[src/rtl/gate_sweep_sequencer.sv]
// Self-test sequencer that sweeps a two-input, seven-output gate block through
// all (a,b) combinations and checks each sample. Define GATE_SWEEP_ERRCNT_EN to add err_count.
module gate_sweep_sequencer #(
    parameter int unsigned SETTLE_CYCLES = 1
) (
    input  logic       clk,
    input  logic       rst,
    input  logic       start,
    input  logic [6:0] y_in,
    output logic       a_out,
    output logic       b_out,
    output logic       busy,
    output logic       sample_valid,
    output logic [1:0] sample_idx,
    output logic [6:0] sample_y,
    output logic       done,
    output logic       pass,
`ifdef GATE_SWEEP_ERRCNT_EN
    output logic [7:0] err_count,
`endif
    output logic [3:0] fail_mask
);

    typedef enum logic [1:0] {
        S_IDLE   = 2'd0,
        S_SETTLE = 2'd1,
        S_SAMPLE = 2'd2,
        S_DONE   = 2'd3
    } state_t;

    localparam logic [3:0] CNT_RELOAD = 4'(SETTLE_CYCLES - 1);

    // Golden response of the gate block, bits 6..0 = XNOR,XOR,NOR,NAND,NOT a,OR,AND.
    function automatic logic [6:0] expected_y(input logic [1:0] idx);
        logic [6:0] exp_v;
        case (idx)
            2'd0:    exp_v = 7'h5C;
            2'd1:    exp_v = 7'h2E;
            2'd2:    exp_v = 7'h2A;
            2'd3:    exp_v = 7'h43;
            default: exp_v = 7'h00;
        endcase
        return exp_v;
    endfunction

    state_t     state_q, state_d;
    logic [1:0] idx_q, idx_d;
    logic [3:0] cnt_q, cnt_d;
    logic       a_q, a_d, b_q, b_d;
    logic       busy_q, busy_d;
    logic       sample_valid_q, sample_valid_d;
    logic [1:0] sample_idx_q, sample_idx_d;
    logic [6:0] sample_y_q, sample_y_d;
    logic       done_q, done_d;
    logic       pass_q, pass_d;
    logic [3:0] fail_mask_q, fail_mask_d;
    logic       mismatch_s;
`ifdef GATE_SWEEP_ERRCNT_EN
    logic [7:0] err_count_q, err_count_d;
`endif

    // Case inequality so that X/Z on y_in yields a definite mismatch.
    assign mismatch_s = (y_in !== expected_y(idx_q));

    // Next-state and next-output logic for the sweep FSM.
    always_comb begin
        state_d        = state_q;
        idx_d          = idx_q;
        cnt_d          = cnt_q;
        a_d            = a_q;
        b_d            = b_q;
        busy_d         = busy_q;
        sample_valid_d = 1'b0;
        sample_idx_d   = sample_idx_q;
        sample_y_d     = sample_y_q;
        done_d         = 1'b0;
        pass_d         = pass_q;
        fail_mask_d    = fail_mask_q;
`ifdef GATE_SWEEP_ERRCNT_EN
        err_count_d    = err_count_q;
`endif
        case (state_q)
            S_IDLE: begin
                if (start) begin
                    idx_d       = 2'd0;
                    a_d         = 1'b0;
                    b_d         = 1'b0;
                    fail_mask_d = 4'd0;
                    pass_d      = 1'b0;
                    cnt_d       = CNT_RELOAD;
                    busy_d      = 1'b1;
                    state_d     = S_SETTLE;
                end else begin
                    state_d = S_IDLE;
                end
            end
            S_SETTLE: begin
                if (cnt_q == 4'd0) begin
                    state_d = S_SAMPLE;
                end else begin
                    cnt_d = cnt_q - 4'd1;
                end
            end
            S_SAMPLE: begin
                fail_mask_d[idx_q] = mismatch_s;
                sample_valid_d     = 1'b1;
                sample_idx_d       = idx_q;
                sample_y_d         = y_in;
`ifdef GATE_SWEEP_ERRCNT_EN
                if (mismatch_s && (err_count_q != 8'hFF)) begin
                    err_count_d = err_count_q + 8'd1;
                end else begin
                    err_count_d = err_count_q;
                end
`endif
                if (idx_q == 2'd3) begin
                    state_d = S_DONE;
                end else begin
                    idx_d        = idx_q + 2'd1;
                    {a_d, b_d}   = idx_q + 2'd1;
                    cnt_d        = CNT_RELOAD;
                    state_d      = S_SETTLE;
                end
            end
            S_DONE: begin
                done_d  = 1'b1;
                pass_d  = ~|fail_mask_q;
                a_d     = 1'b0;
                b_d     = 1'b0;
                busy_d  = 1'b0;
                state_d = S_IDLE;
            end
            default: begin
                state_d = S_IDLE;
            end
        endcase
    end

    // State and output registers with asynchronous reset.
    always_ff @(posedge clk or posedge rst) begin
        if (rst) begin
            state_q        <= S_IDLE;
            idx_q          <= 2'd0;
            cnt_q          <= 4'd0;
            a_q            <= 1'b0;
            b_q            <= 1'b0;
            busy_q         <= 1'b0;
            sample_valid_q <= 1'b0;
            sample_idx_q   <= 2'd0;
            sample_y_q     <= 7'd0;
            done_q         <= 1'b0;
            pass_q         <= 1'b0;
            fail_mask_q    <= 4'd0;
`ifdef GATE_SWEEP_ERRCNT_EN
            err_count_q    <= 8'd0;
`endif
        end else begin
            state_q        <= state_d;
            idx_q          <= idx_d;
            cnt_q          <= cnt_d;
            a_q            <= a_d;
            b_q            <= b_d;
            busy_q         <= busy_d;
            sample_valid_q <= sample_valid_d;
            sample_idx_q   <= sample_idx_d;
            sample_y_q     <= sample_y_d;
            done_q         <= done_d;
            pass_q         <= pass_d;
            fail_mask_q    <= fail_mask_d;
`ifdef GATE_SWEEP_ERRCNT_EN
            err_count_q    <= err_count_d;
`endif
        end
    end

    assign a_out        = a_q;
    assign b_out        = b_q;
    assign busy         = busy_q;
    assign sample_valid = sample_valid_q;
    assign sample_idx   = sample_idx_q;
    assign sample_y     = sample_y_q;
    assign done         = done_q;
    assign pass         = pass_q;
    assign fail_mask    = fail_mask_q;
`ifdef GATE_SWEEP_ERRCNT_EN
    assign err_count    = err_count_q;
`endif

endmodule

[config.mk]
export PLATFORM = sky130hd
export DESIGN_NAME = gate_sweep_sequencer
export DESIGN_NICKNAME = d
export VERILOG_FILES = /design/src/rtl/gate_sweep_sequencer.sv
export SDC_FILE = /design/constraint.sdc
export NUM_CORES = 1
export LEC_CHECK = 0
export ABC_AREA = 1
export BUFFER_PORTS_ARGS = -buffer_cell sky130_fd_sc_hd__buf_4
export CORE_MARGIN = 1
export CORE_UTILIZATION = 52
export DETAILED_ROUTE_END_ITERATION = 8
export GPL_TIMING_DRIVEN = 0
export HOLD_SLACK_MARGIN = 0.03
export PLACE_DENSITY = 0.77
export SYNTH_ARGS = -nofsm -noshare
export SYNTH_HDL_FRONTEND = slang
export SYNTH_SLANG_ARGS = --single-unit
[constraint.sdc]
create_clock -name clk -period 1.66 [get_ports clk]
set_input_delay 0.166 -clock clk [delete_from_list [all_inputs] [get_ports clk]]
set_output_delay 0.166 -clock clk [all_outputs]
set_load 0.01 [all_outputs]
# --- Word-level counts from Yosys, hierarchy flattened ---
# Index checks and enable logic that the tools add are counted.
# Widths: inputs -> output; s select.
word_totals:
  regBits: 27
  output_inout_bits: 19
  n_memories: 0
  latchBits: 0
  word_cells: 68
  in_bits: 10
  mem_bits_ro: 0
  mem_bits_rw: 0
classes:
  add_sub_neg: 2
  magnitude_cmp: 2
  n_div: 0
  mul: 0
  n_bitwise: 0
  eq_ne: 11
  shifts: 0
  mux: 26
  reduce_logical: 15
op_table:
  columns: ["operator", "n"]
  rows:
  - ["$pmux 7 s4", 1]
  - ["$mux 4", 3]
  - ["$pmux 4 s3", 1]
  - ["$eq 2x2->1 const B", 4]
  - ["$mux 1", 8]
  - ["$mux 2", 4]
  - ["$ne 2x2->1 const B", 4]
  - ["$pmux 2 s4", 1]
  - ["$pmux 4 s2", 1]
  - ["$nex 7x7->1", 1]
  - ["$pmux 1 s3", 2]
  - ["$reduce_and 3->1", 2]
  - ["$reduce_bool 3->1", 2]
  - ["$bwmux 4", 1]
  - ["$eq 2x1->1 const B", 2]
  - ["$logic_not 2->1", 2]
  - ["$logic_not 4->1", 1]
  - ["$pmux 1 s2", 2]
  - ["$pmux 2 s2", 1]
  - ["$reduce_and 2->1", 2]
  - ["$reduce_and 4->1", 1]
  - ["$reduce_bool 2->1", 2]
  - ["$reduce_or 4->1", 1]
  - ["$sub 4x1->4 const B", 1]
  - ["6 further kinds", 6]

# --- Longest topological paths before layout ---
# Gate-level depths: netlist of run 1.
depth:
  depth_word: 6
  mapped_depth: 9
  depth_no_buf: 9

# --- Worst setup path after synthesis of run 1 ---
# No wires, ideal clock.
synth_path:
  kind: "register to register"
  start: "register idx_q[0]"
  end: "register fail_mask_q[3], in the netlist fail_mask[3]"
  synth_period_minus_slack_ns: 1.355
  t_required_ns: 1.543
  path_stages_with_launch: 9
  setup_slack_ns: 0.305
  setup_ns: 0.117
  arrival_time_ns: 1.239
  n_path_buf: 0
  cell_sequence: "dfrtp_1 -> inv_1 -> ha_1 -> xnor2_1 -> nand2_1 -> nor2_1 -> nand2_1 -> nand2_1 -> nand2_1"
synth_between:
  elab_chain_cells: 6
  word_cells_on_any_way: 13
  classes_between: "order compare (2); eq/ne (4); mux (5); reduce/logical (2)"
synth_rtl:
  columns: ["element", "line", "rtl"]
  rows:
  - ["from (decl)", "47", "logic [1:0] idx_q, idx_d;"]
  - ["from (signal assigned)", "159", "idx_q <= idx_d;"]
  - ["$lt 2x3->1 (not written as such) or $ge 2x1->1 (tied branches)", "105", "fail_mask_d[idx_q] = mismatch_s;"]
  - ["$logic_and 1x1->1 (not written as such)", "105", null]
  - ["$mux 1 (not written as such)", "105", null]
  - ["$demux 1 s2", "105", null]
  - ["$bwmux 4 *", "105", null]
  - ["$pmux 4 s2 *", "82", "case (state_q)"]
  - ["to (signal assigned)", "169", "fail_mask_q <= fail_mask_d;"]
  - ["to (decl)", "56", "logic [3:0] fail_mask_q, fail_mask_d;"]
# Every way passes the cells marked *; elsewhere a longest branch is shown, timed or not.
# A chain may end at the register's enable or synchronous reset.

# --- Worst setup path after layout of run 1 ---
layout_path:
  start: "register idx_q[1]"
  end: "register fail_mask_q[0], in the netlist fail_mask[0]"
# Same word-level chain as after synthesis.

==> results of run 1 <==
[worst max-delay path: cells and delay by family (launching register included)]
family        cells  cell delay, ps
simple gates      7             590
flops             1             440
fa+ha+maj         1             230
buf+inv           2             190
[synthesized netlist by cell type, drive strengths merged]
master | number | share of area [%]
dfrtp | 27 | 51
or2 | 2 | 0.95
nor2 | 12 | 4.6
ha | 5 | 4.8
xor2 | 1 | 0.67
inv | 20 | 5.7
nand4 | 2 | 1.4
o21ai | 9 | 3.4
nand2 | 57 | 17
buf | 2 | 0.95
nand3 | 12 | 5.5
o41ai | 1 | 0.67
xnor2 | 5 | 3.3
[layout make-up]
class | instances | area, um2 | share of cell area, %
buffer | 2 | 12.5 | 0.779
clock buffer | 3 | 22.5 | 1.40
clock inverter | 1 | 5.00 | 0.312
inverter | 20 | 75.1 | 4.67
multi-input combinational | 106 | 554 | 34.5
sequential | 27 | 677 | 42.1
tap | 28 | 35.0 | 2.18
timing repair buffer | 30 | 225 | 14.0
[worst min path at each step]
stage / start / end / cells after the start
2_1_floorplan: rst / a_out / 1
3_3_place_gp: y_in[1] / sample_y[1] / 3
3_5_place_dp: y_in[3] / sample_y[3] / 3
4_1_cts: y_in[3] / sample_y[3] / 3
5_1_grt: y_in[4] / sample_y[4] / 3
6_report: y_in[3] / sample_y[3] / 3
[where the power goes]
group / switching [mW] / internal [mW]
clock network: 0.192 / 0.0902
registers: 0.179 / 0.909
logic: 0.777 / 0.594
[kinds of logic after synthesis]
group                      count (synthesis)
buffers and inverters                     22
and+or+nand+nor                           85
DFF                                       27
xor gates and xnor gates                   6
adders and majority gates                  5
AOI/OAI and AO/OA                         10
[placed cells by master (no fill, tap or decap)]
master / n
buf_2: 1
buf_4: 31
clkbuf_4: 3
clkinv_2: 1
dfrtp_1: 26
dfrtp_2: 1
ha_1: 4
ha_2: 1
inv_1: 17
inv_2: 3
nand2_1: 55
nand2_2: 2
nand3_1: 11
nand3_4: 1
nand4_1: 1
nand4_2: 1
nor2_1: 10
nor2_4: 2
o21ai_0: 5
o21ai_1: 4
o41ai_1: 1
or2_1: 1
or2_2: 1
xnor2_1: 5
xor2_1: 1
[per-layer routing]
| metal | routed length, um | vias up | GRT usage [%] |
|---|---|---|---|
| met5 | 0 | - | 0 |
| met4 | 15 | 0 | 7.89 |
| met3 | 111 | 2 | 2.61 |
| met2 | 1270 | 27 | 37.1 |
| met1 | 1220 | 509 | 29.7 |
| li1 | - | 543 | - |
[sequential cells by signal, indices dropped and copies added, names as in the netlist]
name	flops
state_q	2
a_out	1
busy	1
sample_y	7
done	1
sample_valid	1
cnt_q	4
b_out	1
fail_mask	4
idx_q	2
pass	1
sample_idx	2
[repair_timing]
action,4_1_cts,5_1_grt
gates resized for setup,0,3
setup endpoints to repair,0,4
buffers inserted,0,2
[metrics by stage]
stage | cell area (um2) | total power, mW | hold WS [ps] | TNS [ps] | util [%]
after floorplan | 1320 | 1.96 | 219 | 0 | -
after global placement | 1560 | 2.37 | 385 | 0 | 67.9
after detailed placement | 1560 | 2.45 | 392 | 0 | 67.9
after CTS | 1590 | 2.74 | 47.8 | 0 | 69.1
after global routing | 1610 | 2.98 | 69.6 | -37.2 | 69.9
final | 1610 | 2.74 | 56.4 | 0 | 69.9
==> results, run 1 <==
- The CTS tree is done.
- The final weighted congestion in routability-driven placement is 0.782.
- The delay of the slowest cell on the worst path is between 400 and 500 ps.
- Dividing total power by cell area gives a power density of 1710 nW/um2.
- The worst setup path is launched from a register.
- The dominant combinational cell family by area after synthesis is simple AND/OR/NAND/NOR gates.
- For this run, the detailed router's first-pass iteration total came to 4.
- The endpoint identified for the worst register-to-register timing path is fail_mask[0].
- The xor-xnor portion of the synthesized cell area is 4.00%.
- The number of global-route vias before repair is 991.
- The number of antenna violations at the first check in global routing is 0.
- Wires add up to approximately 2.6 mm.
- Yosys mapped the design onto 21 distinct sky130hd cell types.
- The count of buffers added on input and output ports is 28.
- The number of buffers added by the clock tree synthesis step is 3.
- The run finished with clean final reports.
- The die area is 2730 um2.
- In this run the worst setup path terminates at fail_mask[0].
- The final hold violation count is 0.
- Summing the sequential cell areas from Yosys gives 51.4% of the chip area.
- The number of design-rule violations left by the first detailed-router iteration is 10.
- The vertical extent of the die is 52.3 um.
- The data required time of the worst path is 1880 ps.
- The number of remaining DRC errors is 0.
- The width of the die is 52.3 um.
- The leakage power figure is between 0.9 and 1 nW.
- The final clock period utilization by the worst path is 92.8%.
- The flop and latch count out of synthesis is 27.
- The max-slew violation count is 0.
- The via count normalized by instance count is 4.98.
- The critical path is of the reg2reg type.
- The region available for standard cell placement spans 2300 um2.
- The worst path in the final design needs a cycle of ~1500 ps, including I/O delays and setup.
- After floorplanning, the core was divided into 17 placement rows.
- For the worst flop-to-flop path, the logic depth is 10.
- Walking the worst path, the cells encountered are buf_4 > ha_1 > nand2_1 > inv_1 > nor2_1 > nand3_1 > nor2_1 > nand2_1 > nand2_1 > nand2_1.
- The detailed-route via count is 1081.
- The fraction of final layout cells with drive strength greater than 1 is between 20% and 30%.
- In this run, post-CTS hold repair placed 0 buffers.
- Excluding fillers, the count of instances in the completed layout stands at around 220.
- The number of max-capacitance violations reported is 0.
- The achievable clock frequency is 649 MHz.
- Across the routed clock network, the largest skew measured is 4.91 ps.
- The Yosys step of the flow raised 0 warnings.
- In this run the clock root is driven by a clkbuf_4.
- The worst min-delay path class is in2reg.
- The TritonCTS sink count is 27.
- Summing every instance area after synthesis gives between 1000 and 1500 um2.
- The wire length of the first global-routing pass is between 4 and 5 mm.
- The final routed wire length divided by cell count is around 12 um.
- The count of antenna-violating nets left after detailed routing is 0.
- At the pin with the least slew margin, the transition time is 1010 ps.
- Compared with the post-synthesis result, the final layout area differs by 22.2%.
- The count of endpoints failing setup in the final report is 0.
- After the last flow step, the layout net total stands at 205.
- The startpoint identified for the worst register-to-register timing path is idx_q[1].
- The cell with the most instances on the worst path is nand2_1.
- The clock latency reported for the late side of the worst-skew pair is 320 ps.
- The area share of and/or/nand/nor cells after synthesis is 29.1%.
- After detailed placement, the design holds a cell count of between 200 and 250.
- The number of I/O pins is 29.
- The count of antenna diodes in the layout is 0.
- In this run the tightest slew margin relative to its limit is 32.5%.
- Of the post-synthesis cell area, the part taken by muxes is 0%.
- The cell count after synthesis came out at 155.
- The worst voltage drop across the vdd grid is 1.03 mV.
- Entering global routing, the biggest net connects 28 pins.
- The area fraction in compound gates after synthesis is under 10%.
- The overall global routing resource usage is 22.3%.
- The net count after synthesis is 170.
- The post-CTS clock slew at the launch and capture registers of the worst setup and hold paths is ~140 ps.
- The smallest setup slack after layout is 120 ps.
- The adder-cell share of the synthesized area is 4.76%.
- The post-DP HPWL is around 1.9 mm.
- The effective utilization at floorplan is 57.2%.
- The average size of a mapped cell is 8.48 um2.
- The worst setup path is captured at a register.
- Summed over all layers, the global routing overflow is 0.
- Data arrives at the worst endpoint at ~1800 ps.
- The worst-case setup slack after placement is 105 ps.
- CTS built an H-tree with a depth of 1.
- The peak fanout along the critical path is 4.
- The most critical setup path has its startpoint at idx_q[1].
- The filler cells instantiated in the layout total 193.
- The register-to-register setup slack is 120 ps.
- The maximum clock path buffer count is 2.
- The critical-path cell with the highest stage delay is dfrtp_1.
Note: power is estimated with default switching activity, not from simulation.
==> inputs of run 2 (changes only) <==
--- a/config.mk
+++ b/config.mk
@@ -13,6 +13,7 @@
 export GPL_TIMING_DRIVEN = 0
 export HOLD_SLACK_MARGIN = 0.03
 export PLACE_DENSITY = 0.77
+export SETUP_SLACK_MARGIN = 0.2
 export SYNTH_ARGS = -nofsm -noshare
 export SYNTH_HDL_FRONTEND = slang
 export SYNTH_SLANG_ARGS = --single-unit
==> run 2 against run 1 <==
Compared with the run above: final cell count grew 0.92%; non-clock buffer count grew 2; sequential share of layout area shrank 1.7 points; critical path depth shrank 2; critical path type unchanged; largest power group unchanged; highest routed layer unchanged.
==> results, run 2 (synthesis gave the netlist of run 1 again) <==
- The hold-fix buffer count after cts is 0 (unchanged).
- The achievable clock frequency is 701 MHz (+7.9%).
- The number of I/O pins is 29 (unchanged).
- The number of flip-flops under the largest register name is 7 (unchanged).
- The final clock period utilization by the worst path was 86.0% (-6.8 points).
- The worst clock skew on the final layout is 5.37 ps (+0.465 ps).
- The final routed wire length divided by cell count is 13.1 um (+8.2%).
- The number of design-rule violations left by the first detailed-router iteration is 27 (+17).
- The final hold violation count is 0 (unchanged).
- The switching portion of total power is 42.2% (+0.30 points).
- The number of search-and-repair iterations in the first detailed-routing pass came to 4 (unchanged).
- The setup TNS is 0 ps (unchanged).
- The slew at the pin with the worst max-slew slack came to 1020 ps (+4.28 ps).
- The clock latency reported for the late side of the worst-skew pair came to 320 ps (about the same).
- The data required time of the worst path was 1890 ps (about the same).
- The startpoint identified for the worst register-to-register timing path is idx_q[0].
- The count of antenna-violating nets left after detailed routing came to 0 (unchanged).
- The worst voltage drop across the vdd grid is 1.06 mV (+3.1%).
- The non-filler instance count after layout is 219 (+0.92%).
- The cell area after placement came to 1560 um2 (unchanged).
- The total of buffers placed on input and output ports was 28 (unchanged).
- The standard cell core area is 2300 um2 (unchanged).
- The part of the total power dissipated in the clock network came to 9.9% (-0.4 points).
- The overall global routing resource usage came to 23.1% (+0.80 points).
- The sequential fraction of design power is 37.8% (-1.9 points).
- The clock period minus worst slack is 1430 ps (-113 ps).
- The CTS H-tree depth is 1 (unchanged).
- The total grt overflow came to 0 (unchanged).
- The die area is 2730 um2 (unchanged).
- The total power of the final layout is 2.90 mW (+5.9%).
- The number of max-capacitance violations reported is 0 (unchanged).
- The max-slew violation count is 0 (unchanged).
- The number of remaining DRC errors is 0 (unchanged).
- The final weighted congestion in routability-driven placement is 0.782 (unchanged).
- The TritonCTS sink count came to 27 (unchanged).
- The number of instances in the placed design is 211 (unchanged).
- The post-CTS clock slew at the launch and capture registers of the worst setup and hold paths was 150 ps (about the same).
- The effective utilization at floorplan is 57.2% (unchanged).
- The area of all placed cells without fillers is 1670 um2 (+4.1%).
- Leaving out fill and tap cells, the most frequent cell in the layout is nand2_1.
- The leakage power figure is 0.929 nW (+1.8%).
- The largest net degree at the start of global routing is 28 (unchanged).
- The post-DP HPWL came to 1.91 mm (unchanged).
- The layout net count came to 207 (+0.98%).
- The worst endpoint data arrival time is 1650 ps (-110 ps).
- The run finished with clean final reports.
- The wire length of the first global-routing pass is 4.66 mm (+4.5%).
- The count of antenna diodes in the layout was 0 (unchanged).
- The net load switching power came to 1.22 mW (+6.7%).
- The detailed-route via count was 1112 (+2.9%).
- The internal power came to 1.68 mW (+5.4%).
- The worst hold path begins at y_in[3].
- The maximum clock path buffer count is 2 (unchanged).
- The kind of critical path is reg2reg.
- The worst setup path is captured at a register.
- The total power divided by cell area is 1740 nW/um2 (+1.7%).
- The vertical extent of the die came to 52.3 um (unchanged).
- The fraction of final layout cells with drive strength greater than 1 is 31.4% (+6.0 points).
- The number of antenna violations at the first check in global routing is 0 (unchanged).
- The count of standard-cell rows is 17 (unchanged).
- The top cell types in the final layout, fill and taps aside, are 54 x nand2_1, 33 x buf_4, 26 x dfrtp_1, 15 x inv_1, 11 x nand3_1.
- The number of global-route vias before repair came to 1002 (+1.1%).
- The worst setup path is launched from a register.
- The relative slew slack is 32.2% (-0.29 points).
- The launching instance or port of the critical path is idx_q[0].
- The width of the die was 52.3 um (unchanged).
- TritonCTS built the clock tree.
- The root buffer cell chosen for the clock tree is clkbuf_4.
- The via count normalized by instance count came to 5.08 (+1.9%).
- The combinational share of power was 52.3% (+2.3 points).
- The synthesis-to-finish area growth is 27.2%.
- Setup repair after global routing could not meet its margin everywhere.
- The number of buffers added by the clock tree synthesis step was 3 (unchanged).
- The wire length reported by the detailed router was 2.86 mm (+9.2%).
- The worst min-delay path class is in2reg.
- The count of endpoints failing setup in the final report is 0 (unchanged).
- The peak fanout along the critical path is 5 (+1).
==> run 2: changes by cell type in the layout (fill, tap and decap cells not counted), sizes merged <==
| cell | previous run | this run |
|---|---|---|
| buf | 32 | 34 |
==> run 2: routing by layer <==
metal,share of wire [%],vias up,track usage [%]
li1,-,552,-
met1,47,537,32.0
met2,50,21,38.0
met3,2.8,2,2.61
met4,0.52,0,6.58
met5,0,-,0
==> run 2: critical path, cell delays in order (launching register included) <==
cell	delay, ps
dfrtp_2	490
inv_2	100
ha_4	180
xor2_2	140
nand2_1	70
nor2_1	140
nand2_2	100
nand2_1	70
nand2_1	50
==> run 2: path summary, 6_finish.rpt <==
kind | cells after the start | slack (ps) | endpoint
max | 8 | 230 | fail_mask[0]
min | 3 | 60 | sample_y[3]
max reg2reg | 8 | 230 | fail_mask[0]
min reg2reg | 2 | 490 | sample_y[3]
max in group asynchronous | 2 | 920 | idx_q[0]
min in group asynchronous | 2 | 70 | cnt_q[2]
==> run 2: cell type report <==
type | count | area [um2]
Multi-Input combinational cell | 106 | 606
Tap cell | 28 | 35.0
Clock buffer | 3 | 22.5
Clock inverter | 1 | 5.00
Sequential cell | 27 | 677
Timing Repair Buffer | 32 | 240
Fill cell | 169 | 624
Inverter | 20 | 75.1
Buffer | 2 | 12.5
==> run 2: metrics by stage <==
step	util (%)	hold WS (ps)	worst slack, ps
final	72.8	55.6	233
after global routing	72.8	64.4	136
after CTS	70.4	47.8	210
after detailed placement	67.9	392	105
after global placement	67.9	385	170
after floorplan	-	219	305
==> run 2: power by group through the flow <==
stage          Combinational [mW]  Clock (mW)  Sequential [mW]
3_5_place_dp                 1.36           0             1.10
3_3_place_gp                 1.29           0             1.08
4_1_cts                      1.43       0.290             1.08
5_1_grt                      1.70       0.309             1.13
6_report                     1.52       0.288             1.10
2_1_floorplan               0.809           0             1.15
==> run 2: repair_timing <==
action / CTS / global route
pin swaps: 0 / 4
endpoints found under the setup margin: 4 / 7
resized for setup: 4 / 14
buffers inserted: 2 / 2
hold endpoints to repair: 0 / 0
cloned: 0 / 0
